<file path="config.mk">
export PLATFORM = sky130hd
export DESIGN_NAME = hazard_md_ctrl_flat
export DESIGN_NICKNAME = d
export VERILOG_FILES = /design/src/rtl/hazard_md_ctrl_pkg.sv /design/src/rtl/hazard_md_ctrl_if.sv /design/src/rtl/hazard_md_ctrl_md_busy_tracker.sv /design/src/rtl/hazard_md_ctrl.sv /design/src/flat_wrapper.sv
export SDC_FILE = /design/constraint.sdc
export NUM_CORES = 1
export LEC_CHECK = 0
export CAP_MARGIN = 25
export CORE_AREA = 2 2 68 96
export DETAILED_ROUTE_END_ITERATION = 12
export DIE_AREA = 0 0 70 98
export MAX_ROUTING_LAYER = met4
export PLACE_DENSITY = 0.78
export SKIP_LAST_GASP = 1
export SYNTH_ARGS = -nofsm -noshare
export SYNTH_HDL_FRONTEND = slang
export SYNTH_HIERARCHICAL = 1
export SYNTH_SLANG_ARGS = --single-unit
</file>
<file path="constraint.sdc">
create_clock -name clk -period 2.5 [get_ports clk]
set_clock_uncertainty 0.15 [all_clocks]
set_input_delay 0.25 -clock clk [delete_from_list [all_inputs] [get_ports clk]]
set_output_delay 0.25 -clock clk [all_outputs]
set_load 0.1 [all_outputs]
</file>
<file path="src/rtl/hazard_md_ctrl_pkg.sv">
// Shared pipeline definitions for the hazard / mult-div controller.
// Holds the default register-address and Tuse/Tnew widths, the Tuse/Tnew
// encodings and the default mult/div occupancy lengths.
package hazard_md_ctrl_pkg;

   localparam int RAW_W        = 5;   // register-address width
   localparam int TW_W         = 2;   // Tuse/Tnew width
   localparam int MULT_CYC_DEF = 5;   // mult/multu busy cycles
   localparam int DIV_CYC_DEF  = 10;  // div/divu busy cycles

   // Tuse / Tnew: number of cycles until a value is needed / produced.
   typedef enum logic [TW_W-1:0] {
      T_0 = 2'd0,
      T_1 = 2'd1,
      T_2 = 2'd2,
      T_3 = 2'd3
   } tcyc_e;

   // Occupancy length for an MD operation.
   function automatic int md_cycles(input logic is_div, input int mult_cyc, input int div_cyc);
      return is_div ? div_cyc : mult_cyc;
   endfunction

endpackage

</file>
<file path="src/rtl/hazard_md_ctrl_if.sv">
// Pipeline <-> hazard controller bundle.
//   master : pipeline side, drives D/E/M stage information, reads stall/enables
//   slave  : controller side
interface hazard_md_ctrl_if
   import hazard_md_ctrl_pkg::*;
#(
   parameter int RAW = RAW_W,
   parameter int TW  = TW_W,
   parameter int SW  = 32
);
   logic [RAW-1:0] d_rs, d_rt;
   logic [TW-1:0]  d_rs_tuse, d_rt_tuse;
   logic           d_md_use;
   logic [RAW-1:0] e_a3, m_a3;
   logic           e_we, m_we;
   logic [TW-1:0]  e_tnew, m_tnew;
   logic           e_md_start, e_md_div;
   logic           stat_clr;
   logic           stall, pc_we, fd_we, de_clr;
   logic           md_busy, md_done;
   logic [SW-1:0]  stall_cnt;

   modport master (
      output d_rs, d_rt, d_rs_tuse, d_rt_tuse, d_md_use,
             e_a3, m_a3, e_we, m_we, e_tnew, m_tnew,
             e_md_start, e_md_div, stat_clr,
      input  stall, pc_we, fd_we, de_clr, md_busy, md_done, stall_cnt
   );

   modport slave (
      input  d_rs, d_rt, d_rs_tuse, d_rt_tuse, d_md_use,
             e_a3, m_a3, e_we, m_we, e_tnew, m_tnew,
             e_md_start, e_md_div, stat_clr,
      output stall, pc_we, fd_we, de_clr, md_busy, md_done, stall_cnt
   );
endinterface

</file>
<file path="src/rtl/hazard_md_ctrl_md_busy_tracker.sv">
// Mult/div occupancy tracker.
//   clk, rst_n : clock, async active-low reset (aborts any operation)
//   start      : E holds a mult/div this cycle
//   is_div     : qualifies start (1 = div)
//   md_busy    : unit occupied (counter non-zero)
//   md_done    : last busy cycle
module md_busy_tracker
   import hazard_md_ctrl_pkg::*;
#(
   parameter int CW       = 4,
   parameter int MULT_CYC = MULT_CYC_DEF,
   parameter int DIV_CYC  = DIV_CYC_DEF
) (
   input  logic clk,
   input  logic rst_n,
   input  logic start,
   input  logic is_div,
   output logic md_busy,
   output logic md_done
);
   localparam logic [CW-1:0] MULT_LD = CW'(md_cycles(1'b0, MULT_CYC, DIV_CYC));
   localparam logic [CW-1:0] DIV_LD  = CW'(md_cycles(1'b1, MULT_CYC, DIV_CYC));

   logic [CW-1:0] cnt;

   // A start while already busy is dropped; the running count continues.
   always_ff @(posedge clk or negedge rst_n) begin
      if (!rst_n)
         cnt <= '0;
      else if (start && cnt == '0)
         cnt <= is_div ? DIV_LD : MULT_LD;
      else if (cnt != '0)
         cnt <= cnt - 1'b1;
   end

   assign md_busy = (cnt != '0);
   assign md_done = (cnt == CW'(1));
endmodule

</file>
<file path="src/rtl/hazard_md_ctrl.sv">
// Hazard detection and stall control for a 5-stage pipeline with a
// multi-cycle mult/div unit, plus a saturating stalled-cycle counter.
//   clk, rst_n : clock, async active-low reset
//   bus        : hazard_md_ctrl_if slave (D/E/M info in, stall/enables/stats out)
module hazard_md_ctrl
   import hazard_md_ctrl_pkg::*;
#(
   parameter int RAW      = RAW_W,
   parameter int TW       = TW_W,
   parameter int MULT_CYC = MULT_CYC_DEF,
   parameter int DIV_CYC  = DIV_CYC_DEF,
   parameter int CW       = 4,
   parameter int SW       = 32
) (
   input  logic       clk,
   input  logic       rst_n,
   hazard_md_ctrl_if.slave bus
);
   // A producer blocks a consumer when it writes the same non-zero register
   // and the value will not exist by the time the consumer needs it.
   function automatic logic hit(input logic [RAW-1:0] src, input logic [TW-1:0] tuse,
                                input logic [RAW-1:0] a3, input logic we,
                                input logic [TW-1:0] tnew);
      return (src != '0) && we && (src == a3) && (tuse < tnew);
   endfunction

   logic          stall_rs, stall_rt, stall_md, stall;
   logic          md_busy;
   logic [SW-1:0] stall_cnt;

   assign stall_rs = hit(bus.d_rs, bus.d_rs_tuse, bus.e_a3, bus.e_we, bus.e_tnew)
                   | hit(bus.d_rs, bus.d_rs_tuse, bus.m_a3, bus.m_we, bus.m_tnew);
   assign stall_rt = hit(bus.d_rt, bus.d_rt_tuse, bus.e_a3, bus.e_we, bus.e_tnew)
                   | hit(bus.d_rt, bus.d_rt_tuse, bus.m_a3, bus.m_we, bus.m_tnew);
   // The start cycle itself is not yet visible in the busy counter.
   assign stall_md = bus.d_md_use & (md_busy | bus.e_md_start);
   assign stall    = stall_rs | stall_rt | stall_md;

   md_busy_tracker #(
      .CW       (CW),
      .MULT_CYC (MULT_CYC),
      .DIV_CYC  (DIV_CYC)
   ) u_trk (
      .clk     (clk),
      .rst_n   (rst_n),
      .start   (bus.e_md_start),
      .is_div  (bus.e_md_div),
      .md_busy (md_busy),
      .md_done (bus.md_done)
   );

   // Clear wins over increment; the count holds at all-ones.
   always_ff @(posedge clk or negedge rst_n) begin
      if (!rst_n)
         stall_cnt <= '0;
      else if (bus.stat_clr)
         stall_cnt <= '0;
      else if (stall && stall_cnt != '1)
         stall_cnt <= stall_cnt + 1'b1;
   end

   assign bus.stall     = stall;
   assign bus.pc_we     = ~stall;
   assign bus.fd_we     = ~stall;
   assign bus.de_clr    = stall;
   assign bus.md_busy   = md_busy;
   assign bus.stall_cnt = stall_cnt;
endmodule
</file>
<file path="src/flat_wrapper.sv">
// flat-port wrapper written by rule: the top's interface ports become plain ports
module hazard_md_ctrl_flat import hazard_md_ctrl_pkg::*;
#(
   parameter int RAW      = RAW_W,
   parameter int TW       = TW_W,
   parameter int MULT_CYC = MULT_CYC_DEF,
   parameter int DIV_CYC  = DIV_CYC_DEF,
   parameter int CW       = 4,
   parameter int SW       = 32
)
  (clk, rst_n, bus_d_rs, bus_d_rt, bus_d_rs_tuse, bus_d_rt_tuse, bus_d_md_use, bus_e_a3, bus_m_a3, bus_e_we, bus_m_we, bus_e_tnew, bus_m_tnew, bus_e_md_start, bus_e_md_div, bus_stat_clr, bus_stall, bus_pc_we, bus_fd_we, bus_de_clr, bus_md_busy, bus_md_done, bus_stall_cnt);
  hazard_md_ctrl_if #(.RAW(RAW), .TW(TW), .SW(SW)) bus_i ();
  input  logic clk;
  input  logic rst_n;
  input wire logic [$bits(bus_i.d_rs)-1:0] bus_d_rs;
  input wire logic [$bits(bus_i.d_rt)-1:0] bus_d_rt;
  input wire logic [$bits(bus_i.d_rs_tuse)-1:0] bus_d_rs_tuse;
  input wire logic [$bits(bus_i.d_rt_tuse)-1:0] bus_d_rt_tuse;
  input wire logic [$bits(bus_i.d_md_use)-1:0] bus_d_md_use;
  input wire logic [$bits(bus_i.e_a3)-1:0] bus_e_a3;
  input wire logic [$bits(bus_i.m_a3)-1:0] bus_m_a3;
  input wire logic [$bits(bus_i.e_we)-1:0] bus_e_we;
  input wire logic [$bits(bus_i.m_we)-1:0] bus_m_we;
  input wire logic [$bits(bus_i.e_tnew)-1:0] bus_e_tnew;
  input wire logic [$bits(bus_i.m_tnew)-1:0] bus_m_tnew;
  input wire logic [$bits(bus_i.e_md_start)-1:0] bus_e_md_start;
  input wire logic [$bits(bus_i.e_md_div)-1:0] bus_e_md_div;
  input wire logic [$bits(bus_i.stat_clr)-1:0] bus_stat_clr;
  output wire logic [$bits(bus_i.stall)-1:0] bus_stall;
  output wire logic [$bits(bus_i.pc_we)-1:0] bus_pc_we;
  output wire logic [$bits(bus_i.fd_we)-1:0] bus_fd_we;
  output wire logic [$bits(bus_i.de_clr)-1:0] bus_de_clr;
  output wire logic [$bits(bus_i.md_busy)-1:0] bus_md_busy;
  output wire logic [$bits(bus_i.md_done)-1:0] bus_md_done;
  output wire logic [$bits(bus_i.stall_cnt)-1:0] bus_stall_cnt;
  assign bus_i.d_rs = bus_d_rs;
  assign bus_i.d_rt = bus_d_rt;
  assign bus_i.d_rs_tuse = bus_d_rs_tuse;
  assign bus_i.d_rt_tuse = bus_d_rt_tuse;
  assign bus_i.d_md_use = bus_d_md_use;
  assign bus_i.e_a3 = bus_e_a3;
  assign bus_i.m_a3 = bus_m_a3;
  assign bus_i.e_we = bus_e_we;
  assign bus_i.m_we = bus_m_we;
  assign bus_i.e_tnew = bus_e_tnew;
  assign bus_i.m_tnew = bus_m_tnew;
  assign bus_i.e_md_start = bus_e_md_start;
  assign bus_i.e_md_div = bus_e_md_div;
  assign bus_i.stat_clr = bus_stat_clr;
  assign bus_stall = bus_i.stall;
  assign bus_pc_we = bus_i.pc_we;
  assign bus_fd_we = bus_i.fd_we;
  assign bus_de_clr = bus_i.de_clr;
  assign bus_md_busy = bus_i.md_busy;
  assign bus_md_done = bus_i.md_done;
  assign bus_stall_cnt = bus_i.stall_cnt;
  hazard_md_ctrl #(.RAW(RAW), .TW(TW), .MULT_CYC(MULT_CYC), .DIV_CYC(DIV_CYC), .CW(CW), .SW(SW)) u_core (.clk(clk), .rst_n(rst_n), .bus(bus_i));
endmodule
</file>
==> out/results.tsv, run 1 <==
stage	metric	value	unit
clock_network	CTS Buf Count	5	
drt	total number of vias	2769	
finish	area grow syn2layout	64.7	%
floorplan	Row Count	34	
worst_hold_path	Worst Hold Class	in2async	
floorplan	DIE WIDTH	70	um
synthesis	share of the synthesized area in the top cell type	0.349	
finish	final design utilization	0.703	
timing	setup repair after global routing missed its margin	yes	
global_route	GRT busiest layer	met2	
finish	layout cells sized above 1	0.477	
timing	Final WS setup	-100	ps
global_route	gr usage total	0.241	
global_route	M2 GR Usage	0.443	
global_route	grt total ovfl	0	
power_and_ir_drop	Peak VDD IR	0.255	mV
floorplan	Die ar.	6860	um2
critical_path	reg-to-reg slack, setup	50	ps
clock_network	CTS tree	yes	
global_route	vias in the first global route	2807	
drt	DRT Wirelength	8330	um
synthesis	Yosys top cell by area	dfrtp_1	
drt	DR DRC count	0	
drt	post-DR wirelength/cell	17.9	um
timing	Least-Margin Pin Slew	489	ps
synthesis	FF+latch count, synth	36	
power_and_ir_drop	PwrDens	488	nW/um2
drt	DRT iter0 DRCs	246	
critical_path	CP Data Arrival Time	2200	ps
global_route	first-pass GRT wire length	12900	um
timing	f_max	385	MHz
timing	minimum clock period	2600	ps
critical_path	Setup crit start kind	flop	
timing	Slew HR	0.674	
drt	final antenna-violating net count	0	
drt	post-DR vias/cell	5.94	
finish	Fillers	447	
floorplan	CORE AREA	6040	um2
drt	drt first pass iters	4	
synthesis	Cell variety after synth	45	
global_route	largest net degree at the start of global routing	45	
critical_path	Worst R2R End	u_core/bus.stall_cnt[25]	
power_and_ir_drop	LEAKAGE	1.89	nW
finish	fin nets	437	
critical_path	crit end category	primary output	
global_route	initial antenna violation count	0	
global_route	met1 Use GR	0.245	
run	maxcap violations	0	
clock_network	H-tree depth	2	
synthesis	ys async rst share	1.00	
clock_network	hold_buf cts	0	
finish	design area	4250	um2
timing	Setup violations, final	3	
place	dpl cell area	3600	um2
status	status	finished, violations left	
floorplan	height of the die	98	um
synthesis	count leader, synth	dfrtp_1	
critical_path	Crit Path Max Fanout	3	
critical_path	CP Data Required Time	2100	ps
timing	Fin. Hold Viols	0	
place	pre-CTS setup slack	-456	ps
clock_network	root buffer cell	clkbuf_8	
critical_path	reg2reg path depth	6	
global_route	GR Util met3	0.0413	
synthesis	Commonest cells post-synth	36 x dfrtp_1, 20 x nor2_1, 20 x xor2_1, 19 x a21oi_1	
finish	antenna cells	0	
clock_network	Reg clk slew, reported paths	80	ps
timing	Slew Viols, Final	0	
timing	period utilisation layout	1.04	
floorplan	IO Count	74	
clock_network	worst skew pair latency	290	ps
synthesis	Yosys warning count	6	
clock_network	clock buffer depth	2	
synthesis	Post-Syn Area	2580	um2
power_and_ir_drop	Design Power	2.07	mW
place	port bufs	73	
critical_path	CP Class	reg2out	
clock_network	CTS Sinks	36	
synthesis	number of synthesized flops with an enable pin	0	
floorplan	Initial Util	0.427	
synthesis	synthesized instance count	288	
synthesis	syn_nets	332	
synthesis	top_reg_cell synth	dfrtp_1	
status	violated checks	negative setup slack	
critical_path	worst r2r src	u_core/bus.stall_cnt[15]	
timing	Worst Hold Slack	244	ps
synthesis	most area-consuming cells after synthesis	dfrtp_1 35%, xor2_1 6.8%, mux2_2 4.8%	
synthesis	post-synthesis sequential area ratio	0.349	
place	GP Congestion	0.947	
place	Post-DP HPWL	5370	um
synthesis	syn avg cell area	8.96	um2
==> routing by layer <==
layer,vias up,share of wire
met5,-,0
met4,0,0.036
met3,28,0.051
met2,123,0.55
met1,1342,0.36
li1,1276,-
==> power by group <==
part           internal (mW)  switching (mW)
combinational          0.454           0.512
clock                  0.220           0.222
sequential             0.625          0.0410
==> cell usage in the layout (no fill, tap or decap), types with 5 or more instances in the layout <==
master           synthesis  routed
dfrtp_2                  0      16
dfrtp_1                 36       6
dlymetal6s2s_1           0      25
mux2_2                  11       7
nor4_2                   0       6
xor2_1                  20      20
nand4_1                 11      11
or4_1                   15      12
clkbuf_8                 0       6
buf_4                    4      66
inv_1                   10       5
nor2_1                  20      18
o31ai_1                 13      13
buf_12                   0       8
nor4_4                   0       5
dfrtp_4                  0      14
nand2b_4                 1       6
nand3_1                  8       8
a21oi_2                  1       5
a21oi_1                 19      15
nand2_1                 15      15
nor2b_1                 12      12
nand2b_1                10       5
clkdlybuf4s50_1          0       5
==> kinds of logic after synthesis <==
logic type,after synthesis,share of synthesized area
multiplexers,12,0.0519
adder cells (fa/ha/maj),8,0.0388
flip-flops,36,0.349
AO/OA/AOI/OAI,56,0.146
AND/OR/NAND/NOR,129,0.297
buffers and inverters,26,0.0451
XOR/XNOR,21,0.0713
==> area by class of cell <==
type,count,area (um2),area share
Inverter,10,41.3,0.00972
Clock inverter,2,10.0,0.00236
Multi-Input combinational cell,226,1890,0.445
Clock buffer,6,82.6,0.0194
Timing Repair Buffer,114,1160,0.273
Sequential cell,36,973,0.229
Tap cell,72,90.1,0.0212
==> flip-flops by register name (all words and copies together), names as in the netlist <==
name and flops:
u_core/bus.stall_cnt 32, u_core/u_trk/cnt 4
==> through the flow <==
step,TNS (ps),std cells
after floorplan,-1480,288
after global placement,-10170,443
after detailed placement,-12080,443
after CTS,-990,459
after global routing,-1080,466
final,-273,466
==> how the worst max path moves through the flow <==
stage                             start                       end  slack, ps  depth (start not counted)
floorplan           u_core/u_trk/cnt[0]                 bus_stall       -670                         10
global placement          bus_m_tnew[1]  u_core/bus.stall_cnt[20]       -390                         10
detailed placement        bus_m_tnew[1]  u_core/bus.stall_cnt[20]       -460                         10
CTS                       bus_m_tnew[1]   u_core/bus.stall_cnt[5]       -110                         11
global route        u_core/u_trk/cnt[1]                bus_de_clr       -170                          9
finish              u_core/u_trk/cnt[1]                bus_de_clr       -100                          9
==> critical path, cell delays in order, from the launching register on <==
cell and delay [ps]:
dfrtp_1 390, inv_2 90, ha_4 130, or3b_4 400
o21ai_4 160, o221a_4 230, buf_12 110, buf_8 90
clkinvlp_4 110, buf_12 180
==> repair_timing <==
item | CTS | global route
cloned | 2 | 0
buffers inserted | 6 | 7
pin swaps | 26 | 13
hold endpoints to repair | 0 | 0
endpoints found under the setup margin | 30 | 35
resized for setup | 52 | 47
No activity file was read; power rests on OpenSTA's default activity.
==> inputs of run 2 (changes only) <==
PLACE_DENSITY = 0.79   (was 0.78)
SYNTH_HIERARCHICAL = not set   (was 1)
==> out/results.tsv, run 2 <==
stage	metric	value	unit	change
timing	Final WS setup	16.8	ps	+117 ps
synthesis	Post-Synth Simple-Gate Area	0.288		-0.00951
critical_path	Setup crit start kind	input pin		
clock_network	CTS tree	yes		
synthesis	Post-Synth XOR/XNOR Area	0.0707		-0.000549
clock_network	CTS Buf Count	5		unchanged
worst_hold_path	Worst Hold Class	in2async		
clock_network	root buffer cell	clkbuf_8		
timing	Setup violations, final	0		-3
synthesis	Yosys warning count	0		-6
finish	antenna cells	0		unchanged
place	pre-CTS setup slack	-440	ps	+16.4 ps
drt	DRT Wirelength	7630	um	-8.4%
finish	area grow syn2layout	51.8	%	
place	port bufs	73		unchanged
synthesis	share of the synthesized area in the top cell type	0.346		-0.00269
synthesis	top_reg_cell synth	dfrtp_1		
timing	Least-Margin Pin Slew	482	ps	-6.75 ps
drt	final antenna-violating net count	0		unchanged
timing	minimum clock period	2480	ps	-117 ps
drt	DR DRC count	0		unchanged
critical_path	CP Data Arrival Time	2080	ps	-120 ps
global_route	vias in the first global route	2603		-7.3%
timing	Slew HR	0.678		+0.00450
synthesis	FF+latch count, synth	36		unchanged
global_route	largest net degree at the start of global routing	42		-6.7%
synthesis	number of synthesized flops with an enable pin	0		unchanged
synthesis	Cell variety after synth	44		-2.2%
global_route	grt total ovfl	0		unchanged
power_and_ir_drop	Peak VDD IR	0.413	mV	+62%
timing	Slew Viols, Final	0		unchanged
critical_path	Crit Path Max Fanout	5		+2
floorplan	Initial Util	0.430		+0.00331
timing	period utilisation layout	0.993		-0.0467
critical_path	CP Class	in2out		
finish	fin nets	427		-2.3%
clock_network	Reg clk slew, reported paths	80	ps	about the same
clock_network	H-tree depth	2		unchanged
synthesis	post-synthesis compound-gate area fraction	0.153		+0.00609
drt	post-DR wirelength/cell	16.7	um	-6.4%
global_route	gr usage total	0.228		-0.0131
synthesis	synthesized instance count	293		+1.7%
global_route	initial antenna violation count	0		unchanged
finish	layout cells sized above 1	0.372		-0.105
synthesis	Commonest cells post-synth	36 x dfrtp_1, 23 x a21oi_1, 20 x xor2_1, 18 x nor2_1, 16 x o21ai_0		
synthesis	most area-consuming cells after synthesis	dfrtp_1 35%, xor2_1 6.7%, a21oi_1 4.4%		
floorplan	Die ar.	6860	um2	unchanged
finish	biggest regs	u_core.bus.stall_cnt: 32 flops, u_core.u_trk.cnt: 4 flops		
power_and_ir_drop	LEAKAGE	1.67	nW	-11%
finish	commonest non-fill, non-tap cell in the layout	buf_4		
drt	post-DR vias/cell	5.79		-2.5%
place	Post-DP HPWL	5240	um	-2.4%
finish	final non-filler cell total	456		-2.1%
critical_path	crit end category	primary output		
synthesis	syn_nets	337		+1.5%
finish	final design utilization	0.653		-0.0501
floorplan	height of the die	98	um	unchanged
timing	setup tns final	0	ps	+273 ps
critical_path	CP Data Required Time	2100	ps	about the same
synthesis	count leader, synth	dfrtp_1		
place	GP Congestion	0.882		-6.9%
synthesis	ys async rst share	1.00		unchanged
critical_path	max incr delay on CP	340	ps	-60 ps
synthesis	Post-Syn Area	2600	um2	+0.78%
synthesis	mux contribution to synthesized area	0.0510		-0.000881
timing	Worst Hold Slack	220	ps	-23.8 ps
floorplan	CORE AREA	6040	um2	unchanged
synthesis	adder-cell area share of the yosys netlist	0.0385		-0.000299
clock_network	CTS Sinks	36		unchanged
drt	drt first pass iters	4		unchanged
finish	number of flip-flops in the largest register	32		unchanged
place	dpl cells	443		unchanged
finish	Largest Register	u_core.bus.stall_cnt		
timing	f_max	403	MHz	+4.7%
drt	DRT iter0 DRCs	229		-6.9%
status	status	complete, no violations		
synthesis	syn avg cell area	8.87	um2	-0.94%
power_and_ir_drop	PwrDens	467	nW/um2	-4.4%
clock_network	worst skew pair latency	300	ps	about the same
synthesis	main combinational cell family by area after synthesis	simple AND/OR/NAND/NOR gates		
clock_network	clock buffer depth	2		unchanged
clock_network	hold_buf cts	0		unchanged
critical_path	critical path cell sequence	dlygate4sd2_1 -> xor2_1 -> nor4_4 -> a22oi_2 -> o221a_4 -> buf_12 -> buf_4 -> clkinvlp_4 -> buf_12		
floorplan	IO Count	74		unchanged
finish	most frequent cells in the layout	55 x buf_4, 23 x a21oi_1, 20 x dlygate4sd2_1		
drt	total number of vias	2641		-4.6%
floorplan	Row Count	34		unchanged
synthesis	post-synthesis sequential area ratio	0.346		-0.00269
floorplan	DIE WIDTH	70	um	unchanged
run	maxcap violations	0		unchanged
synthesis	Yosys top cell by area	dfrtp_1		
critical_path	most used cell, CP	buf_12		
critical_path	slowest stage cell, crit path	nor4_4		
timing	Fin. Hold Viols	0		unchanged
global_route	first-pass GRT wire length	12300	um	-5.1%
==> run 2: worst paths after layout <==
kind	startpoint	to	slack, ps	depth (start not counted)
min in group clk	u_core.bus.stall_cnt[21]	u_core.bus.stall_cnt[21]	430	2
max	bus_d_rs[4]	bus_de_clr	20	9
min	rst_n	u_core.bus.stall_cnt[19]	220	2
max reg2reg	u_core.bus.stall_cnt[4]	u_core.bus.stall_cnt[29]	180	7
max in group asynchronous	rst_n	u_core.bus.stall_cnt[3]	1590	2
min reg2reg	u_core.bus.stall_cnt[21]	u_core.bus.stall_cnt[21]	430	2
==> run 2: logic make-up (layout without fill, tap and decap cells) <==
logic type / after synthesis / after routing
buffers and inverters: 26 / 117
adders and majority gates: 8 / 8
xor gates and xnor gates: 21 / 21
muxes: 12 / 12
AOI/OAI and AO/OA: 65 / 65
DFF: 36 / 36
and+or+nand+nor: 125 / 125
==> run 2: cell type report <==
class,instances,area (um2)
clock buffer,7,76.3
clock inverter,1,5.00
fill,488,2090
inverter,10,41.3
multi-input combinational,231,1790
sequential,36,966
tap,72,90.1
timing repair buffer,99,976
==> run 2: critical path: cells and delay by family <==
kind | cells | cell delay, ps
buffers and inverters | 5 | 830
AO/OA/AOI/OAI | 2 | 460
AND/OR/NAND/NOR | 1 | 340
XOR/XNOR | 1 | 200
==> run 2: per-layer routing <==
layer	track usage	share of wire
met5	-	0
met4	0.0932	0.022
met3	0.0268	0.049
met2	0.415	0.56
met1	0.248	0.37
==> run 2: report_power, final <==
group          internal, mW  switching (mW)
Clock                 0.196           0.218
Sequential            0.625          0.0446
Combinational         0.318           0.440
Total                  1.14           0.703
==> run 2: what timing repair did <==
item / CTS / global route
pin swaps: 12 / 5
endpoints found under the setup margin: 28 / 19
resized for setup: 35 / 23
gates cloned: 3 / 0
buffers inserted: 2 / 0
==> run 2: through the flow <==
stage | total power [mW] | instance area (um2)
global route | 1.94 | 3950
global placement | 1.32 | 3560
floorplan | 1.14 | 2740
finish | 1.84 | 3950
CTS | 1.83 | 3820
detailed placement | 1.35 | 3560
==> inputs of run 3 (changes only) <==
CORE_AREA = 10 10 76 104   (was 2 2 68 96)
DIE_AREA = 0 0 86 114   (was 0 0 70 98)
==> out/results.tsv, run 3 (same netlist as run 2, synthesis figures left out) <==
stage	metric	value	unit	change
clock_network	worst skew pair latency	290	ps	about the same
finish	most frequent cells in the layout	57 x buf_4, 19 x a21oi_1, 17 x nor2_1		
clock_network	CTS Sinks	36		unchanged
drt	drt first pass iters	4		unchanged
finish	design area	3910	um2	-0.98%
finish	final non-filler cell total	459		+0.66%
critical_path	Crit Path Max Fanout	10		+5
floorplan	Initial Util	0.427		-0.00301
drt	post-DR wirelength/cell	17.1	um	+2.4%
worst_hold_path	Worst Hold Class	in2async		
clock_network	CTS tree	yes		
critical_path	reg2reg path depth	8		+1
place	port bufs	73		unchanged
place	dpl cell area	3550	um2	-0.49%
power_and_ir_drop	PwrDens	461	nW/um2	-1.2%
finish	commonest non-fill, non-tap cell in the layout	buf_4		
timing	Setup violations, final	0		unchanged
timing	Final WS setup	66.2	ps	+49.4 ps
finish	Fillers	484		-0.82%
floorplan	height of the die	114	um	+16%
timing	Worst Hold Slack	225	ps	+4.97 ps
timing	period utilisation layout	0.974		-0.0198
finish	final design utilization	0.642		-0.0109
finish	area grow syn2layout	50.3	%	
global_route	grt total ovfl	0		unchanged
finish	biggest regs	u_core.bus.stall_cnt: 32 flops, u_core.u_trk.cnt: 4 flops		
run	maxcap violations	0		unchanged
clock_network	hold_buf cts	0		unchanged
global_route	gr usage total	0.164		-0.0643
power_and_ir_drop	Peak VDD IR	0.334	mV	-19%
clock_network	CTS Buf Count	5		unchanged
place	dpl cells	444		+0.23%
timing	Slew Viols, Final	0		unchanged
floorplan	IO Count	74		unchanged
place	Post-DP HPWL	5950	um	+14%
timing	setup tns final	0	ps	unchanged
clock_network	clock buffer depth	2		unchanged
drt	DRT Wirelength	7870	um	+3.1%
finish	fin nets	430		+0.70%
timing	Least-Margin Pin Slew	468	ps	-14.3 ps
timing	Slew HR	0.688		+0.00955
timing	Fin. Hold Viols	0		unchanged
global_route	largest net degree at the start of global routing	42		unchanged
floorplan	DIE WIDTH	86	um	+23%
drt	DR DRC count	0		unchanged
critical_path	Worst R2R End	u_core.bus.stall_cnt[14]		
timing	minimum clock period	2430	ps	-49.4 ps
clock_network	root buffer cell	clkbuf_8		
drt	final antenna-violating net count	0		unchanged
drt	total number of vias	2601		-1.5%
global_route	first-pass GRT wire length	13000	um	+6.3%
timing	f_max	411	MHz	+2.0%
floorplan	CORE AREA	6080	um2	+0.70%
drt	post-DR vias/cell	5.67		-2.2%
clock_network	Reg clk slew, reported paths	70	ps	about the same
critical_path	crit end category	flop		
place	GP Congestion	0.940		+6.5%
power_and_ir_drop	Design Power	1.80	mW	-2.2%
power_and_ir_drop	LEAKAGE	1.67	nW	-0.35%
status	status	complete, no violations		
finish	Largest Register	u_core.bus.stall_cnt		
critical_path	CP Data Arrival Time	2500	ps	+420 ps
finish	antenna cells	0		unchanged
critical_path	reg-to-reg slack, setup	70	ps	-110 ps
critical_path	Setup crit start kind	flop		
drt	DRT iter0 DRCs	127		-45%
critical_path	CP Data Required Time	2560	ps	+460 ps
global_route	initial antenna violation count	0		unchanged
finish	number of flip-flops in the largest register	32		unchanged
critical_path	CP Class	reg2reg		
floorplan	Row Count	34		unchanged
place	pre-CTS setup slack	-551	ps	-111 ps
finish	layout cells sized above 1	0.390		+0.0178
global_route	vias in the first global route	2758		+6.0%
critical_path	worst r2r src	u_core.bus.stall_cnt[19]		
floorplan	Die ar.	9800	um2	+43%
clock_network	H-tree depth	2		unchanged
[run 3: repair_timing]
action,4_1_cts,5_1_grt
setup endpoints to repair,33,26
gates resized for setup,30,31
pin swaps,16,9
setup buffers,3,4
[run 3: worst max path at each step]
stage                                  start                       end
finish              u_core.bus.stall_cnt[19]  u_core.bus.stall_cnt[14]
global route        u_core.bus.stall_cnt[19]  u_core.bus.stall_cnt[16]
CTS                              bus_d_rt[2]                bus_de_clr
detailed placement             bus_m_tnew[1]  u_core.bus.stall_cnt[27]
global placement               bus_m_tnew[1]  u_core.bus.stall_cnt[27]
floorplan                u_core.u_trk.cnt[0]                 bus_stall
[run 3: layout make-up]
type	count	area (um2)	share of cell area
repair buffers	102	941	0.241
multi-input cells	231	1780	0.455
well taps	72	90.1	0.0231
flip-flops and latches	36	966	0.247
inverters	10	41.3	0.0106
clock buffers	8	90.1	0.0231
[run 3: power breakdown]
part | total [mW] | internal (mW) | switching [mW]
sequential | 0.664 | 0.625 | 0.0387
combinational | 0.702 | 0.274 | 0.428
clock | 0.435 | 0.225 | 0.210
[run 3: worst max-delay path, stage by stage (launching register included)]
cell and delay, ps:
dfrtp_4 500, and4_1 270, and4_1 260, nand3_2 170, nor2_4 90, buf_4 140
buf_4 150, or4_1 470, a21oi_1 140
[run 3: metal layers]
metal,GRT usage,vias up,share of wire
li1,-,1262,-
met1,0.170,1232,0.38
met2,0.284,93,0.52
met3,0.0399,14,0.068
met4,0.0716,0,0.029
met5,-,-,0
